$ cat src/rtl/cpu_run_ctrl_if.sv
// Debug link between the CPU core and the run controller.
// The core drives its commit PC and strobe and receives the clock enable.
interface cpu_run_ctrl_if;
    logic [31:0] dbg_pc;
    logic        dbg_commit;
    logic        cpu_en;

    modport master (
        output dbg_pc,
        output dbg_commit,
        input  cpu_en
    );

    modport slave (
        input  dbg_pc,
        input  dbg_commit,
        output cpu_en
    );
endinterface

$ cat src/rtl/cpu_run_ctrl.sv
// Run/halt/single-step controller: conditions the run switch and step button,
// gates the CPU clock enable, stops on a PC breakpoint and counts commits.
module cpu_run_ctrl #(
    parameter int DEBOUNCE_CYCLES = 1_000_000,
    parameter int STEP_MAX        = 64,
    parameter int CNT_W           = 32
) (
    input  logic                 clk,
    input  logic                 reset,
    input  logic                 run_sw,
    input  logic                 step_btn,
    input  logic                 bp_en,
    input  logic [31:0]          bp_addr,
    cpu_run_ctrl_if.slave        core,
    input  logic                 cnt_clr,
    output logic                 halted,
    output logic                 bp_hit,
    output logic [1:0]           state,
    output logic [CNT_W-1:0]     commit_cnt
);

    localparam int DB_W = (DEBOUNCE_CYCLES > 1) ? $clog2(DEBOUNCE_CYCLES) : 1;
    localparam int ST_W = (STEP_MAX > 1) ? $clog2(STEP_MAX) : 1;

    typedef enum logic [1:0] {
        ST_HALT  = 2'b00,
        ST_RUN   = 2'b01,
        ST_STEP  = 2'b10,
        ST_BREAK = 2'b11
    } state_t;

    // Bit 0 is the run switch, bit 1 the step button.
    logic [1:0] raw_in;
    logic [1:0] db_vec;
    assign raw_in = {step_btn, run_sw};

    genvar gi;
    generate
        for (gi = 0; gi < 2; gi++) begin : g_cond
            logic            sync1_reg;
            logic            sync2_reg;
            logic            db_reg;
            logic [DB_W-1:0] cnt_reg;

            always_ff @(posedge clk) begin
                if (reset) begin
                    sync1_reg <= 1'b0;
                    sync2_reg <= 1'b0;
                    db_reg    <= 1'b0;
                    cnt_reg   <= '0;
                end else begin
                    sync1_reg <= raw_in[gi];
                    sync2_reg <= sync1_reg;
                    if (sync2_reg == db_reg) begin
                        cnt_reg <= '0;
                    end else if (cnt_reg == DB_W'(DEBOUNCE_CYCLES - 1)) begin
                        db_reg  <= sync2_reg;
                        cnt_reg <= '0;
                    end else begin
                        cnt_reg <= cnt_reg + 1'b1;
                    end
                end
            end

            assign db_vec[gi] = db_reg;
        end
    endgenerate

    logic run_db;
    logic step_db_d_reg;
    logic step_pulse;

    assign run_db = db_vec[0];

    always_ff @(posedge clk) begin
        if (reset) begin
            step_db_d_reg <= 1'b0;
        end else begin
            step_db_d_reg <= db_vec[1];
        end
    end

    // Rising edge only, so a held button yields a single step.
    assign step_pulse = db_vec[1] & ~step_db_d_reg;

    state_t          state_reg;
    logic [ST_W-1:0] step_timer_reg;
    logic            bp_match;

    assign bp_match = bp_en && core.dbg_commit && (core.dbg_pc == bp_addr);

    always_ff @(posedge clk) begin
        if (reset) begin
            state_reg      <= ST_HALT;
            step_timer_reg <= '0;
        end else begin
            case (state_reg)
                ST_HALT: begin
                    if (run_db) begin
                        state_reg <= ST_RUN;
                    end else if (step_pulse) begin
                        state_reg      <= ST_STEP;
                        step_timer_reg <= '0;
                    end
                end
                ST_RUN: begin
                    if (bp_match) begin
                        state_reg <= ST_BREAK;
                    end else if (!run_db) begin
                        state_reg <= ST_HALT;
                    end
                end
                ST_STEP: begin
                    // Breakpoint and run switch are deliberately ignored here.
                    if (core.dbg_commit) begin
                        state_reg <= ST_HALT;
                    end else if (step_timer_reg == ST_W'(STEP_MAX - 1)) begin
                        state_reg <= ST_HALT;
                    end else begin
                        step_timer_reg <= step_timer_reg + 1'b1;
                    end
                end
                ST_BREAK: begin
                    if (!run_db) begin
                        state_reg <= ST_HALT;
                    end else if (step_pulse) begin
                        state_reg      <= ST_STEP;
                        step_timer_reg <= '0;
                    end
                end
                default: state_reg <= ST_HALT;
            endcase
        end
    end

    assign core.cpu_en = (state_reg == ST_RUN) || (state_reg == ST_STEP);
    assign halted      = (state_reg == ST_HALT) || (state_reg == ST_BREAK);
    assign bp_hit      = (state_reg == ST_BREAK);
    assign state       = state_reg;

    logic [CNT_W-1:0] commit_cnt_reg;

    always_ff @(posedge clk) begin
        if (reset || cnt_clr) begin
            commit_cnt_reg <= '0;
        end else if (core.dbg_commit && core.cpu_en && (commit_cnt_reg != '1)) begin
            commit_cnt_reg <= commit_cnt_reg + 1'b1;
        end
    end

    assign commit_cnt = commit_cnt_reg;

endmodule

$ cat src/flat_wrapper.sv
// flat-port wrapper written by rule: the top's interface ports become plain ports
module cpu_run_ctrl_flat 
#(
    parameter int DEBOUNCE_CYCLES = 1_000_000,
    parameter int STEP_MAX        = 64,
    parameter int CNT_W           = 32
)
  (clk, reset, run_sw, step_btn, bp_en, bp_addr, cnt_clr, halted, bp_hit, state, commit_cnt, core_dbg_pc, core_dbg_commit, core_cpu_en);
  cpu_run_ctrl_if core_i ();
  input  logic clk;
  input  logic reset;
  input  logic run_sw;
  input  logic step_btn;
  input  logic bp_en;
  input  logic [31:0] bp_addr;
  input  logic cnt_clr;
  output logic halted;
  output logic bp_hit;
  output logic [1:0] state;
  output logic [CNT_W-1:0] commit_cnt;
  input wire logic [$bits(core_i.dbg_pc)-1:0] core_dbg_pc;
  input wire logic [$bits(core_i.dbg_commit)-1:0] core_dbg_commit;
  output wire logic [$bits(core_i.cpu_en)-1:0] core_cpu_en;
  assign core_i.dbg_pc = core_dbg_pc;
  assign core_i.dbg_commit = core_dbg_commit;
  assign core_cpu_en = core_i.cpu_en;
  cpu_run_ctrl #(.DEBOUNCE_CYCLES(DEBOUNCE_CYCLES), .STEP_MAX(STEP_MAX), .CNT_W(CNT_W)) u_core (.clk(clk), .reset(reset), .run_sw(run_sw), .step_btn(step_btn), .bp_en(bp_en), .bp_addr(bp_addr), .core(core_i), .cnt_clr(cnt_clr), .halted(halted), .bp_hit(bp_hit), .state(state), .commit_cnt(commit_cnt));
endmodule
$ cat config.mk
export PLATFORM = sky130hd
export DESIGN_NAME = cpu_run_ctrl_flat
export DESIGN_NICKNAME = d
export VERILOG_FILES = /design/src/rtl/cpu_run_ctrl_if.sv /design/src/rtl/cpu_run_ctrl.sv /design/src/flat_wrapper.sv
export SDC_FILE = /design/constraint.sdc
export NUM_CORES = 1
export LEC_CHECK = 0
export CAP_MARGIN = 20
export CORE_MARGIN = 8
export CORE_UTILIZATION = 45
export CTS_CLUSTER_SIZE = 28
export DETAILED_ROUTE_END_ITERATION = 16
export GPL_ROUTABILITY_DRIVEN = 0
export PLACE_DENSITY = 0.88
export SYNTH_ARGS = -nofsm -noshare
export SYNTH_HDL_FRONTEND = slang
export SYNTH_SLANG_ARGS = --single-unit
$ cat constraint.sdc
create_clock -name clk -period 2 [get_ports clk]
set_input_delay 0.4 -clock clk [delete_from_list [all_inputs] [get_ports clk]]
set_output_delay 0.4 -clock clk [all_outputs]
set_load 0.02 [all_outputs]
# Yosys cells after proc, flatten, opt, wreduce, memory -nomap -nowiden

Index checks and enable logic that the tools add are counted.

Add/sub/neg operators: 4
Eq/ne operators: 16
Multiplexer cells: 14
Bitwise logic cells: 4
Reduce and logical (&&, ||, !) cells: 15

Operators with widths:

| kind                                                             | count |
|---|---|
| 20-bit by 1-bit adder with 20-bit output (second input constant) | 2 |
| 20-bit == test (second input constant)                           | 2 |
| 32-bit by 1-bit adder with 32-bit output (second input constant) | 1 |
| 32-bit == test                                                   | 1 |
| 32-bit != test (second input constant)                           | 1 |
| 6-bit two-way mux                                                | 5 |
| 6-bit one-hot mux with 3 select lines                            | 1 |
| 2-bit two-way mux                                                | 7 |
| 2-bit one-hot mux with 4 select lines                            | 1 |
| 6-bit by 1-bit adder with 6-bit output (second input constant)   | 1 |
| 6-bit == test (second input constant)                            | 1 |
| 2-bit != test (second input constant)                            | 3 |
| 2-bit AND reduction                                              | 3 |
| 3-bit OR reduction                                               | 2 |
| 5-bit AND reduction                                              | 1 |
| 2-bit == test (second input constant)                            | 2 |
| 1-bit logical AND                                                | 4 |
| 1-bit logical OR                                                 | 3 |
| 3-bit by 2-bit != test with 1-bit output (second input constant) | 1 |
| 3-bit != test (second input constant)                            | 1 |
| 1-bit NOT                                                        | 3 |
| 3-bit nonzero test                                               | 1 |
| 1-bit == test                                                    | 2 |
| 2-bit by 1-bit == test with 1-bit output (second input constant) | 1 |
| 3 further kinds                                                  | 3 |

Flip-flop bits (word level): 87
Input bits: 71

# Depth between registers and ports, before layout

Gate-level depths: netlist of run 1.

Depth after elaboration: 5
Mapped depth: 8
Gate-level depth less buffers: 8

# Worst setup path before layout of run 1

Ideal clock, no wire load.

Path type: register to register
Start: register u_core.state_reg[0], in the netlist u_core.state[0]
End: register u_core.commit_cnt_reg[30], in the netlist u_core.commit_cnt[30]
Library setup time: 128 ps
Arrival time: 2376 ps
Path slack: -504 ps
Stages on the path, launching flop included: 9
Clock period less this slack: 2504 ps
Cells stage by stage: dfxtp_1 > inv_1 > ha_1 > nand2_1 > or4_4 > or3_4 > nand2b_4 > xor2_1 > nor2_1

Word-level cells in the longest chain between the ends: 4
Elaborated cells on any way between the ends: 5
Classes of those cells: eq/ne: 2; reduce/logical: 3

Ends and longest elaborated chain:

| element                                                                   | line                | text |
|---|---|---|
| from (decl)                                                               | cpu_run_ctrl.sv:86  | `state_t state_reg;` |
| from (signal assigned)                                                    | cpu_run_ctrl.sv:94  | `state_reg <= ST_HALT;` |
| from (signal assigned)                                                    | cpu_run_ctrl.sv:100 | `state_reg <= ST_RUN;` |
| from (signal assigned)                                                    | cpu_run_ctrl.sv:102 | `state_reg <= ST_STEP;` |
| 2-bit by 1-bit == test with 1-bit output or 2-bit == test (tied branches) | cpu_run_ctrl.sv:136 | `assign core.cpu_en = (state_reg == ST_RUN) \|\| (state_reg == ST_STEP);` |
| 1-bit logical OR (*)                                                      | cpu_run_ctrl.sv:136 |  |
| via core_cpu_en                                                           | flat_wrapper.sv:23  | `output wire logic [$bits(core_i.cpu_en)-1:0] core_cpu_en;` |
| 1-bit logical AND (*) (2 in series)                                       | cpu_run_ctrl.sv:146 | `end else if (core.dbg_commit && core.cpu_en && (commit_cnt_reg != '1)) begin` |
| to (signal assigned)                                                      | cpu_run_ctrl.sv:147 | `commit_cnt_reg <= commit_cnt_reg + 1'b1;` |
| to (decl)                                                                 | cpu_run_ctrl.sv:141 | `logic [CNT_W-1:0] commit_cnt_reg;` |

Mark *: on every way through the listed nets, which the timed path passes. The rest lies on a longest branch.
A chain may end at the register's enable or synchronous reset.

# Final worst setup path of run 1

Start: register u_core.state_reg[1], in the netlist u_core.state[1]
End: register u_core.commit_cnt_reg[24], in the netlist u_core.commit_cnt[24]

Word-level cells in the longest chain between the ends: 4
Elaborated cells on any way between the ends: 5
Classes of those cells: eq/ne: 2; reduce/logical: 3

Ends and longest elaborated chain:

| element                                                                   | line |
|---|---|
| 2-bit by 1-bit == test with 1-bit output or 2-bit == test (tied branches) | cpu_run_ctrl.sv:136 |
| 1-bit logical OR (*)                                                      | cpu_run_ctrl.sv:136 |
| 1-bit logical AND (*) (2 in series)                                       | cpu_run_ctrl.sv:146 |

Mark *: on every way between the ends. The rest lies on a longest branch, timed or not.

==> results of run 1 <==
## worst max path at each step
stage                            end       startpoint  slack (ps)
5_1_grt        u_core.commit_cnt[27]  u_core.state[1]        -200
6_report       u_core.commit_cnt[24]  u_core.state[1]        -110
3_5_place_dp         u_core.state[0]       bp_addr[0]        -430
2_1_floorplan  u_core.commit_cnt[30]  u_core.state[0]        -110
4_1_cts        u_core.commit_cnt[28]  u_core.state[0]         -80
3_3_place_gp         u_core.state[0]       bp_addr[0]        -430
## area by class of cell
class	instances	area (sq um)	share of cell area, %
clock buffers	13	180	2.84
clock inverters	3	47.5	0.749
inverters	8	35.0	0.552
multi-input cells	398	2660	41.9
flip-flops and latches	87	1760	27.6
well taps	133	166	2.62
repair buffers	156	1500	23.7
## critical path, delay by kind of cell, from the launching register on
kind	cells	cell delay [ps]
and+or+nand+nor	5	1130
adders and majority gates	1	280
xor gates and xnor gates	1	150
DFF	1	370
buffers and inverters	1	40
## power by group through the flow
stage	Sequential, uW	Clock, uW	Combinational, uW
3_5_place_dp	1780	0	246
6_report	1740	1350	243
3_3_place_gp	1780	0	239
4_1_cts	1740	1360	249
5_1_grt	1740	1440	260
2_1_floorplan	1780	0	71.8
## stage by stage
| step | utilization [%] | hold slack, ps | TNS, ps | cell area, sq um | total power, uW |
|---|---|---|---|---|---|
| after floorplan | - | 414 | -409 | 4400 | 1850 |
| after global routing | 66.2 | 474 | -1830 | 6350 | 3440 |
| after detailed placement | 61.4 | 430 | -3780 | 5890 | 2020 |
| final | 66.2 | 444 | -512 | 6350 | 3330 |
| after CTS | 64.1 | 449 | -273 | 6150 | 3350 |
| after global placement | 61.4 | 430 | -3230 | 5890 | 2010 |
## metal layers
metal / GRT usage, % / vias to the layer above / wire (microns)
met4: 7.90 / 0 / 406
met3: 5.70 / 42 / 885
met5: 0 / - / 0
met1: 17.9 / 2007 / 4690
met2: 31.1 / 187 / 6290
li1: - / 2031 / -
## repair_timing
item	in CTS	in global routing
setup buffers	1	5
gates resized for setup	9	49
setup endpoints to repair	11	39
endpoints found under the hold margin	0	0
gates cloned	0	1
pin swaps	3	20
## kinds of logic after synthesis
kind of cell / count (synthesis)
and+or+nand+nor: 260
xor gates and xnor gates: 104
DFF: 87
AOI/OAI and AO/OA: 21
buffers and inverters: 21
adders and majority gates: 8
muxes: 5
## synth_stat cells (2+ instances only)
master	instances	area, sq um
or3_1	5	31.3
and4_1	6	52.6
or2_2	2	12.5
buf_2	4	20.0
nor3_1	11	55.1
nor4_1	11	68.8
nor2_1	96	360
o21ai_0	6	30.0
nand2b_1	4	25.0
xor2_1	80	701
nand4_1	25	156
clkbuf_1	8	30.0
a21oi_1	3	15.0
mux2i_1	4	40.0
nand2_1	23	86.3
xnor2_1	24	210
dfxtp_1	87	1740
nor4b_1	2	17.5
and2_1	2	12.5
and3_1	11	68.8
nand3_1	42	210
nor3_2	3	30.0
nor2b_1	8	50.1
inv_1	8	30.0
ha_1	8	100
==> metrics, run 1 <==
Synth Instances 506; Root Buffer Master clkbuf_8; vias in the first global route 4,267; hold crit path type reg -> reg; register area share after synthesis 39.9%; CTS tree yes; EDFF count, synth 0; CP max-delay cell or4_4; clock power share 40.6%; Final Skew 9.42 ps; sequential share of power 52.1%; PortBufs 107; Die ar. 0.0131 sq mm; via count 4,267; failing checks setup timing; initial antenna violation count 0; count of final hold-check violations 0; Starting DRT DRC Count 243; leakage 0.00253 uW; non-filler instance count after layout 798; WL/cell 15.4 microns; Yosys warnings 0; fraction of layout cells with a size suffix above 1 15.3%; syn_area_per_cell 8.63 sq um; element type at the critical path start flip-flop; CTS Buf Count 9; CTS HTree Levels 3; synth-to-layout area growth 45.4%; reg-to-reg endpoint u_core.commit_cnt[24]; largest family of logic cells by synthesized area simple AND/OR/NAND/NOR gates; diode count 0; mux contribution to synthesized area 1.17%; min-delay src u_core.g_cond[1].sync1_reg; Min-Delay Endpoint u_core.g_cond[1].sync2_reg; xor-xnor portion of the synthesized cell area 20.8%; CTS sink count 87; reg-to-reg slack, setup -110 ps; post-DP HPWL 8710 microns; DIE HEIGHT 115 microns; overall global routing resource usage 17.4%; Core Region 0.00959 sq mm; power share of the combinational group 7.3%; CP arrival 2340 ps; crit path capture type flip-flop; total grt overflow 0; DP Worst Slack -434 ps; fmax 474 MHz; CP most frequent cell nor2_1; switching power 716 uW; unrepaired setup endpoints after global routing true; CTS Hold Bufs 0; fin crit share 105%; worst slew pin tran 639 ps; Setup WS post-layout -108 ps; syn nets 585; row cnt 36; Cell Chain, Critical Path inv_4, ha_4, nand2_4, or4_4, or3_4, nor2_1, xnor2_1, nor2_1; Synth Area in Adders 2.29%; max-slew violations 0; CP max FO 5; placed cells 775; Final Critical Period 2110 ps; WL final 12,300 microns; worst r2r src u_core.state[1]; first-pass GRT wire length 18,600 microns; Antenna Nets Post-Route 0; largest net degree at the start of global routing 33; die extent in x 115 microns; drt pass-1 iters 5; CP Class reg -> reg; Sw Ratio 21.5%; vias per cell 5.35; power per cell area 525 mW/mm^2; Pint 2620 uW; most common cell after layout, fill and taps aside nor2_1; Synth Area in Simple Gates 30.4%; Clock Tree Buf Depth 2; DRC Markers 0; synthesized cell area 0.00437 sq mm; Synth Area in Compound Gates 3.41%; commonest non-fill, non-tap cells in the layout nor2_1 (95), dfxtp_1 (80), xor2_1 (79); Initial Util 45.5%; Clock transition at path regs 90 ps; Hold Path Stages 1; top_reg_cell synth dfxtp_1; Critical Path RT 2230 ps; worst reg2reg path depth 8; Finish-stage setup viols 9; fill count 670; clock latency on the worst-skew pair 360 ps; Async SR Flop Fraction 0%; relative slew slack 57.4%; Ports 108; Max-Cap Viols 0; outcome finished with violations; VDD IR-drop max 0.333 mV; crit-path max cell delay 470 ps; fin nets 739; Unique masters post-synth 48; FF+latch count, synth 87; Largest register FFs 40
(Power assumes the default switching activity.)
==> run 2: changes to the inputs <==
--- a/config.mk
+++ b/config.mk
@@ -5,7 +5,7 @@
 export SDC_FILE = /design/constraint.sdc
 export NUM_CORES = 1
 export LEC_CHECK = 0
-export CAP_MARGIN = 20
+export CAP_MARGIN = 0
 export CORE_MARGIN = 8
 export CORE_UTILIZATION = 45
 export CTS_CLUSTER_SIZE = 28
==> results of run 2 <==
Same layout as run 1: the final DEF is identical, and so are final timing and power.
==> run 3: changes to the inputs <==
--- a/config.mk
+++ b/config.mk
@@ -6,6 +6,7 @@
 export NUM_CORES = 1
 export LEC_CHECK = 0
 export CAP_MARGIN = 0
+export CORE_ASPECT_RATIO = 0.5
 export CORE_MARGIN = 8
 export CORE_UTILIZATION = 45
 export CTS_CLUSTER_SIZE = 28
==> metrics, run 3 (same netlist as run 1, synthesis figures left out) <==
switching power 744 uW; leakage 0.00224 uW; met2 Usage GRT 34.0%; CTS HTree Levels 3; Largest register FFs 40; CTS Buf Count 9; register area 0.00175 sq mm; Sw Ratio 20.8%; Setup WS post-layout -44.0 ps; Cell Chain, Critical Path inv_4, ha_4, nand2_4, or4_4, or3_4, nor2_2, xnor2_1, nor2_1; WL final 12,000 microns; met1 usage 19.5%; failing checks setup timing; synth-to-layout area growth 43.0%; critical path depth 8; fin nets 729; Die ar. 0.0133 sq mm; die extent in x 155 microns; unrepaired setup endpoints after global routing true; PortBufs 107; fraction of layout cells with a size suffix above 1 12.5%; reg-to-reg slack, setup -40 ps; row cnt 25; fmax 489 MHz; Core Region 0.00945 sq mm; post-DP HPWL 8930 microns; Clock transition at path regs 60 ps; crit path to u_core.commit_cnt[26]; total grt overflow 0; Setup TNS -206 ps; first-pass GRT wire length 19,400 microns; overall global routing resource usage 17.8%; DRC Markers 0; reg-to-reg endpoint u_core.commit_cnt[26]; Final Critical Period 2040 ps; Max-Cap Viols 0; Final Skew 8.63 ps; via count 4,074; worst r2r src u_core.state[0]; vias per cell 5.16; diode count 0; CTS sink count 87; CP arrival 2240 ps; multi-input logic area 0.00263 sq mm; worst reg2reg path depth 8; sequential share of power 48.5%; commonest non-fill, non-tap cells in the layout clkdlybuf4s50_1 (102), nor2_1 (95), dfxtp_1 (85); relative slew slack 58.4%; met3 Use GR 3.21%; WL/cell 15.2 microns; Starting DRT DRC Count 208; DP Area 0.00586 sq mm; power share of the combinational group 7.1%; critical path launch point u_core.state[0]; CTS Hold Bufs 0; worst slew pin tran 618 ps; non-filler instance count after layout 789; CP Class reg -> reg; Root Buffer Master clkbuf_16; Initial Util 46.3%; Pint 2840 uW; fin crit share 102%; crit-path max cell delay 450 ps; Most Used Layer, Global Route met2; CP max-delay cell or4_4; Ports 108; most common cell after layout, fill and taps aside clkdlybuf4s50_1; count of final hold-check violations 0; Critical Path RT 2200 ps; Clock Tree Buf Depth 2; fill count 737; VDD IR-drop max 0.456 mV; vias in the first global route 4,066; outcome finished with violations; Antenna Nets Post-Route 0; clock latency on the worst-skew pair 340 ps; hold crit path type reg -> reg; clock power share 44.3%; element type at the critical path start flip-flop; power per cell area 573 mW/mm^2; crit-path leading delay family simple AND/OR/NAND/NOR gates; CP max FO 5; DIE HEIGHT 85.7 microns; drt pass-1 iters 4; CP Buf/Inv Count 1; CTS tree yes; crit path capture type flip-flop; max-slew violations 0; Design Area, Final 0.00625 sq mm; largest net degree at the start of global routing 33; initial antenna violation count 0; Finish-stage setup viols 7; placed cells 771
[run 3: changes by cell type in the layout (fill, tap and decap cells not counted), sizes merged]
cell / before / now
buf: 49 / 39
bufinv: 1 / 0
clkdlybuf4s50: 76 / 102
clkinv: 2 / 1
dlygate4sd2: 3 / 4
dlymetal6s2s: 28 / 1
inv: 8 / 9
[run 3: worst min-delay path by stage]
stage,startpoint,slack (ps),cells after the start,to
floorplan,u_core.g_cond[0].sync1_reg,410,1,u_core.g_cond[0].sync2_reg
global placement,u_core.g_cond[1].sync1_reg,420,1,u_core.g_cond[1].sync2_reg
detailed placement,u_core.g_cond[1].sync1_reg,430,1,u_core.g_cond[1].sync2_reg
CTS,u_core.g_cond[1].sync1_reg,440,1,u_core.g_cond[1].sync2_reg
global route,u_core.g_cond[0].sync1_reg,470,1,u_core.g_cond[0].sync2_reg
finish,u_core.g_cond[1].sync1_reg,440,1,u_core.g_cond[1].sync2_reg
[run 3: per-layer routing]
layer,wire length [microns],up-vias
met1,4910,1949
li1,-,2023
met3,438,20
met5,0,-
met4,170,0
met2,6480,82
[run 3: timing repair]
| action | in CTS | in global routing |
|---|---|---|
| gates resized for setup | 12 | 7 |
| pin swaps | 9 | 9 |
| endpoints found under the setup margin | 10 | 23 |
| buffers inserted | 2 | 1 |
[run 3: area by class of cell]
class                           count  area share (%)
Clock buffer                       13            4.33
Tap cell                          135            2.70
Timing Repair Buffer              146            22.1
Clock inverter                      2           0.220
Multi-Input combinational cell    398            42.2
Inverter                            8           0.521
Sequential cell                    87            28.0
[run 3: power by group through the flow]
| stage | logic (uW) | registers [uW] | clock network, uW |
|---|---|---|---|
| final | 255 | 1740 | 1590 |
| after global routing | 273 | 1740 | 1690 |
| after CTS | 248 | 1740 | 1620 |
| after detailed placement | 245 | 1780 | 0 |
| after global placement | 240 | 1780 | 0 |
| after floorplan | 71.8 | 1780 | 0 |
[run 3: stage by stage]
step                      power (uW)  hold slack (ps)  setup slack (ps)  utilization [%]
after floorplan                 1850              414              -105                -
after global placement          2020              422              -320             62.1
after detailed placement        2020              428              -365             62.1
after CTS                       3600              444             -40.3             65.6
after global routing            3700              465              -117             66.1
final                           3580              443             -44.0             66.1
